==> src/rtl/pipe_event_counter.sv <==
// Pipeline performance monitor: run-cycle counter plus NUM_EVT event counters.
// Optional macro PERF_EDGE_COUNT_EN: count rising edges of event_i instead of levels.
module pipe_event_counter #(
    parameter int NUM_EVT    = 4,
    parameter int CNT_W      = 32,
    parameter int MAX_CYCLES = 64,
    localparam int SEL_W     = $clog2(NUM_EVT + 1)
) (
    input  logic               clk_i,
    input  logic               rst_i,
    input  logic               start_i,
    input  logic               clear_i,
    input  logic               freeze_i,
    input  logic [NUM_EVT-1:0] event_i,
    input  logic               snap_i,
    input  logic               rd_shadow_i,
    input  logic [SEL_W-1:0]   rd_sel_i,
    output logic [CNT_W-1:0]   rd_data_o,
    output logic [NUM_EVT:0]   ovf_o,
    output logic [1:0]         state_o,
    output logic               done_o
);

    typedef enum logic [1:0] {
        S_IDLE   = 2'b00,
        S_RUN    = 2'b01,
        S_FROZEN = 2'b10,
        S_DONE   = 2'b11
    } state_t;

    // Index NUM_EVT of the counter banks is the run-cycle counter.
    localparam int CYC = NUM_EVT;

    // The limit is only reachable when it fits in the counter width.
    localparam longint MAX_CNT = (longint'(1) << CNT_W) - 1;
    localparam bit LIM_EN = (MAX_CYCLES > 0) && (longint'(MAX_CYCLES) <= MAX_CNT);
    localparam logic [CNT_W-1:0] LIM_M1 = CNT_W'(MAX_CYCLES - 1);
    localparam logic [CNT_W-1:0] ONE = CNT_W'(1);

    state_t state_q, state_d;

    logic [CNT_W-1:0] cnt_q    [NUM_EVT+1];
    logic [CNT_W-1:0] cnt_d    [NUM_EVT+1];
    logic [CNT_W-1:0] shadow_q [NUM_EVT+1];
    logic [NUM_EVT:0] ovf_q, ovf_d;
    logic [CNT_W-1:0] rd_q, rd_d;

    logic [NUM_EVT-1:0] hit;
    logic [NUM_EVT:0]   inc;
    logic               count_en;
    logic               lim_hit;

`ifdef PERF_EDGE_COUNT_EN
    logic [NUM_EVT-1:0] prev_q;

    // Previous event sample for rising-edge detection, tracked in every state.
    always_ff @(posedge clk_i) begin
        if (rst_i || clear_i) begin
            prev_q <= '0;
        end else begin
            prev_q <= event_i;
        end
    end

    assign hit = event_i & ~prev_q;
`else
    assign hit = event_i;
`endif

    assign count_en = (state_q == S_RUN) && !freeze_i && !clear_i;
    assign inc      = {count_en, hit & {NUM_EVT{count_en}}};
    assign lim_hit  = LIM_EN && count_en && (cnt_q[CYC] == LIM_M1);

    // State register.
    always_ff @(posedge clk_i) begin
        if (rst_i) begin
            state_q <= S_IDLE;
        end else begin
            state_q <= state_d;
        end
    end

    // Next-state logic: clear beats freeze, freeze beats start and counting.
    always_comb begin
        state_d = state_q;
        if (clear_i) begin
            state_d = S_IDLE;
        end else begin
            case (state_q)
                S_IDLE: begin
                    if (!freeze_i && start_i) begin
                        state_d = S_RUN;
                    end
                end
                S_RUN: begin
                    if (freeze_i) begin
                        state_d = S_FROZEN;
                    end else if (lim_hit) begin
                        state_d = S_DONE;
                    end
                end
                S_FROZEN: begin
                    if (!freeze_i) begin
                        state_d = S_RUN;
                    end
                end
                default: begin
                    state_d = state_q;
                end
            endcase
        end
    end

    // FSM outputs.
    always_comb begin
        state_o = state_q;
        done_o  = (state_q == S_DONE);
    end

    // Saturating increments with sticky overflow; clear zeroes the live bank.
    always_comb begin
        cnt_d = cnt_q;
        ovf_d = ovf_q;
        for (int k = 0; k <= NUM_EVT; k++) begin
            if (inc[k]) begin
                if (&cnt_q[k]) begin
                    ovf_d[k] = 1'b1;
                end else begin
                    cnt_d[k] = cnt_q[k] + ONE;
                end
            end
        end
        if (clear_i) begin
            for (int k = 0; k <= NUM_EVT; k++) begin
                cnt_d[k] = '0;
            end
            ovf_d = '0;
        end
    end

    // Read mux over pre-edge register values; out-of-range selects read 0.
    always_comb begin
        rd_d = '0;
        if (rd_sel_i <= SEL_W'(NUM_EVT)) begin
            rd_d = rd_shadow_i ? shadow_q[rd_sel_i] : cnt_q[rd_sel_i];
        end
    end

    // Live bank, shadow snapshot, overflow flags and read register.
    always_ff @(posedge clk_i) begin
        if (rst_i) begin
            for (int k = 0; k <= NUM_EVT; k++) begin
                cnt_q[k]    <= '0;
                shadow_q[k] <= '0;
            end
            ovf_q <= '0;
            rd_q  <= '0;
        end else begin
            if (snap_i) begin
                shadow_q <= cnt_q;
            end
            cnt_q <= cnt_d;
            ovf_q <= ovf_d;
            rd_q  <= rd_d;
        end
    end

    assign rd_data_o = rd_q;
    assign ovf_o     = ovf_q;

endmodule

==> config.mk <==
export PLATFORM = sky130hd
export DESIGN_NAME = pipe_event_counter
export DESIGN_NICKNAME = d
export VERILOG_FILES = /design/src/rtl/pipe_event_counter.sv
export SDC_FILE = /design/constraint.sdc
export NUM_CORES = 1
export LEC_CHECK = 0
export BUFFER_PORTS_ARGS = -buffer_cell sky130_fd_sc_hd__buf_2
export CORE_MARGIN = 1.5
export CORE_UTILIZATION = 40
export DETAILED_ROUTE_END_ITERATION = 16
export PLACE_DENSITY = 0.54
export REMOVE_ABC_BUFFERS = 1
export SLEW_MARGIN = 20
export SYNTH_ARGS = -nofsm -noshare
export SYNTH_HDL_FRONTEND = slang
export SYNTH_SLANG_ARGS = --single-unit
==> constraint.sdc <==
create_clock -name clk_i -period 6.3 [get_ports clk_i]
set_clock_uncertainty 0.2 [all_clocks]
set_input_delay 0.63 -clock clk_i [delete_from_list [all_inputs] [get_ports clk_i]]
set_output_delay 0.63 -clock clk_i [all_outputs]
set_load 0.005 [all_outputs]
* Word level (Yosys, flattened, before mapping)
Index checks and enable logic that the tools add are counted.
Word-level totals: output and inout port bits 40, register bits 359, word-level logic and storage cells 77, bits of input ports 14
Operators by class: $lt $le $gt $ge 2, multiplexer cells 12, equality and inequality tests 7, $add $sub $neg 5, bitwise gates (word level) 8, reduce and logical (&&, ||, !) cells 26
Operators with widths (number):
- 32-bit binary-select mux with 3-bit select | 2
- 33-bit AND reduction | 5
- 32-bit by 1-bit adder with 32-bit output (second input constant) | 5
- 32-bit two-way mux | 5
- 32-bit AND reduction | 5
- 32-bit by 6-bit equality test with 1-bit output (second input constant) | 1
- 2-bit AND reduction | 5
- 2-bit two-way mux | 4
- 1-bit inverter | 6
- 2-bit one-hot mux with 3 select lines | 1
- 4-bit bitwise AND | 1
- 2-bit equality test (second input constant) | 2
- 4-bit >= comparator (second input constant) | 1
- 1-bit logical AND | 4
- 2-bit inequality test (second input constant) | 2
- 3-bit inverter with 4-bit output | 1
- 4-bit AND reduction | 1
- 2-bit OR reduction | 2
- 3-bit less-or-equal comparator (second input constant) | 1
- 3-bit inequality test (second input constant) | 1
- 3-bit nonzero test | 1
- 2-bit by 1-bit equality test with 1-bit output (second input constant) | 1
- 1-bit logical NOT | 2
- 2-bit logical NOT | 1

* Longest topological paths before layout
depth in word-level cells 7, mapped depth 9, mapped depth without buffers 6

* Worst setup path before layout
No wires, ideal clock.
kind input-to-reg, start point input port freeze_i, end point register cnt_q[90] (netlist bit), library setup time 0.070 ns, arrival time 2.136 ns, path buffers 0, slack 3.894 ns, stages 5, required time 6.030 ns, path through or4b_4 nor4_4 nand4_2 or3_1 a21oi_1
On the way: longest elaborated chain between the ends 5
RTL lines:
- start, declared | RTL line 13 | input logic freeze_i,
- 1-bit logical NOT
- 1-bit logical AND (2 in a row) | RTL line 70 | assign count_en = (state_q == S_RUN) && !freeze_i && !clear_i;
- 4-bit bitwise AND | RTL line 71 | assign inc = {count_en, hit & {NUM_EVT{count_en}}};
- 2-bit AND reduction (no source line)
- end signal, assigned | RTL line 162 | cnt_q <= cnt_d;
- end, declared | RTL line 42 | logic [CNT_W-1:0] cnt_q [NUM_EVT+1];
No other way between the ends. A chain may end at the register's enable or synchronous reset.

* Final worst setup path
start point register state_q[0] (netlist: state_o[0]), end point register cnt_q[117] (netlist bit)
On the way: longest elaborated chain between the ends 5
RTL lines:
- start, declared | RTL line 40 | state_t state_q, state_d;
- start signal, assigned | RTL line 79 | state_q <= state_d;
- 2-bit by 1-bit equality test with 1-bit output | RTL line 70
- 1-bit logical AND (2 in a row) | RTL line 70
- 4-bit bitwise AND | RTL line 71
- 2-bit AND reduction (no source line)
No other way between the ends.

==> reports/summary.txt <==
Status - completed
Diodes inserted - 0
GR met2 Demand/Resource - 35.0%
Later-pin clock latency in the skew report - 0.56 ns
Setup_tns - 0 ns
LEAKAGE - 0.00706 µW
Cell depth of the worst flop-to-flop path - 5
Total GRT Usage - 21.5%
Hold Buf Count CTS - 0
Global route total overflow - 0
Die Wd - 211 µm
GR Layer Usage met1 - 29.6%
Routed vias - 14.2k
Synth cell types - 67
Routed Antenna Nets - 0
# setup viols final - 0
CP Class - register to register
HP Class - input pin to register
Share of the synthesized area in the top cell type - 41.5%
Initial antenna violation count - 0
Finished Core Util - 45.2%
Crit path launch type - register
Top post-synthesis cells by area - dfxtp_1 (41%), mux2i_1 (12%), nor2_1 (4.8%), a21oi_1 (4.5%), mux4_2 (4.2%)
Post-synth EDFFs - 0
Hpwl dp - 31900 µm
Worst slew pin tran - 0.988 ns
Reg2Reg Setup Slack - 3.34 ns
Routability congestion estimate - 0.881
CTS sink cnt - 359
Hold path start - freeze_i
Pin count of the biggest net entering global routing - 96
Final period util - 47.0%
Wire length of the first global-routing pass - 76300 µm
Hold depth - 2
FP Rows - 76
Cts bufs inserted - 41
Die height - 211 µm
Tot Pwr - 5100 µW
Hold Slack - 0.192 ns
Layout fillers - 4163
Starting Density - 40.4%
CORE AREA - 0.0429 mm²
Fin crit period - 2.96 ns
RSZ-0062 raised after global routing - no
Clock slew at reported path FFs - 0.06 ns
Max-cap viol count - 0
# H-tree levels - 2
WL/cell - 19.2 µm
Worst reg2reg startpoint - state_o[0]$_SDFFE_PP0P_
Setup bufs post-CTS - 0
Most Crowded Layer GR - met2
Synthesized flop and latch total - 359
CTS tree - yes
Ys Warns - 0
Met3 Use GR - 2.85%
Hold EP - state_o[0]$_SDFFE_PP0P_
Main synth FF type - dfxtp_1
Wirelength, routed - 47700 µm
DRT iter0 DRCs - 1168
Clock Tree Buf Depth - 3
Routed vias/inst - 5.70
Num ports - 54
Final Net Count - 1893
DR DRC count - 0
CP required - 6.59 ns
Arrival time worst endpoint - 3.25 ns
CTS root buf - clkbuf_16
Die Area - 0.0446 mm²
Max_slew headroom - 33.9%
CP Max Fanout - 16
Sequential share of the synthesized area - 41.5%
Max frequency - 338 MHz
Cell taking the most area after synthesis - dfxtp_1
Port buffer count - 53
Post-Syn Area - 0.0173 mm²
Avg Inst Size Synth - 9.10 µm²
Layout cell share with drive strength beyond 1 - 12.6%
Reg2Reg Capture Point - cnt_q[117]$_SDFFE_PP0P_
Post-synthesis async set-or-reset flop share - 0%
Final hold vios - 0
Worst vdd ir - 0.154 mV
First-pass DRT Iterations - 5
Pins over their slew limit - 0
Vias in the first global route - 13.5k
Gate Count Post-Synth - 1904
Critical Path End Type - register
Synth-to-layout area growth - 11.9%
Post-cts sizing count - 0
Power per cell area - 263 mW/mm²
report_power, final:
group          internal (µW)  total, µW  leakage, µW  switching (µW)
logic                   76.4        231      0.00344             154
clock network           1610       2590     0.000723             978
registers               2280       2280      0.00289            3.07
cells in the final DEF, fill, tap and decap left out, drive strengths merged, types with 57 or more instances in the layout:
master  count
o21ai     123
nand2      87
mux2i     200
dfxtp     359
buf        71
clkbuf     58
nand4      57
a21oi     155
or3        88
nor2      224
nand3      62
synth_stat cells (7+ instances only):
master and count:
buf_2 21, nor3_1 14, o211ai_1 11, nand3_1 62, dfxtp_1 359, a21oi_1 155, nand2_1 87, or3_1 87
o22ai_1 32, o21ai_1 7, or4_1 23, xnor2_1 23, clkbuf_1 84, and3_1 18, and2_1 16, o22a_1 32
buf_1 31, and4_1 32, nand4_1 50, o31ai_1 14, mux2_2 27, mux4_2 32, xor2_1 13, mux2i_1 200
inv_1 21, nor2_1 223, o21ai_0 115, nor4_1 16
worst max-delay path by stage:
stage / depth (start not counted) / slack, ns / startpoint / end
3_5_place_dp: 7 / 2.82 / clear_i / cnt_q[59]$_SDFFE_PP0P_
4_1_cts: 5 / 3.23 / cnt_q[24]$_SDFFE_PP0P_ / cnt_q[4]$_SDFFE_PP0P_
2_1_floorplan: 6 / 3.57 / cnt_q[32]$_SDFFE_PP0P_ / cnt_q[37]$_SDFFE_PP0P_
3_3_place_gp: 7 / 2.83 / clear_i / cnt_q[59]$_SDFFE_PP0P_
5_1_grt: 5 / 3.11 / state_o[0]$_SDFFE_PP0P_ / cnt_q[20]$_SDFFE_PP0P_
6_report: 5 / 3.34 / state_o[0]$_SDFFE_PP0P_ / cnt_q[117]$_SDFFE_PP0P_
per-stage QoR:
step	area (µm²)	std cells	setup WS, ns
final	19400	2486	3.34
after global routing	19400	2486	3.11
after CTS	19400	2486	3.23
after detailed placement	17900	2416	2.82
after global placement	17900	2416	2.83
after floorplan	16700	1760	3.57
area by class of cell:
type                    instances  area (µm²)  area share (%)
multi-input cells            1379        9500            49.0
clock inverters                12         214            1.10
inverters                      22        82.6           0.426
clock buffers                  58        1240            6.41
well taps                     585         732            3.77
repair buffers                 71         434            2.24
flip-flops and latches        359        7190            37.1
state kept, by name, summed over array words and instances (netlist names):
name	flops
cnt_q	160
ovf_o	5
rd_data_o	32
shadow_q	160
state_o	2
kinds of logic (layout without fill, tap and decap cells):
logic type	Yosys count	after routing	share of synthesized area (%)
AO/OA/AOI/OAI	419	419	14.7
XOR/XNOR	36	36	1.82
adder cells (fa/ha/maj)	5	5	0.361
buffers and inverters	166	163	3.91
flip-flops	359	359	41.5
multiplexers	259	259	17.5
AND/OR/NAND/NOR	660	660	20.3
layer usage:
| metal | part of all wire (%) | vias to the layer above |
|---|---|---|
| met4 | 2.5 | 0 |
| met5 | 0 | - |
| met2 | 46 | 266 |
| met3 | 3.8 | 74 |
| li1 | - | 6983 |
| met1 | 47 | 6851 |
worst max-delay path, stage by stage (launching register included):
cell	delay, ns
dfxtp_1	0.45
nor4b_4	0.85
and4_1	0.47
o311ai_2	0.29
or4_1	0.48
a21oi_1	0.15
Power figures use the tool's default switching activity.
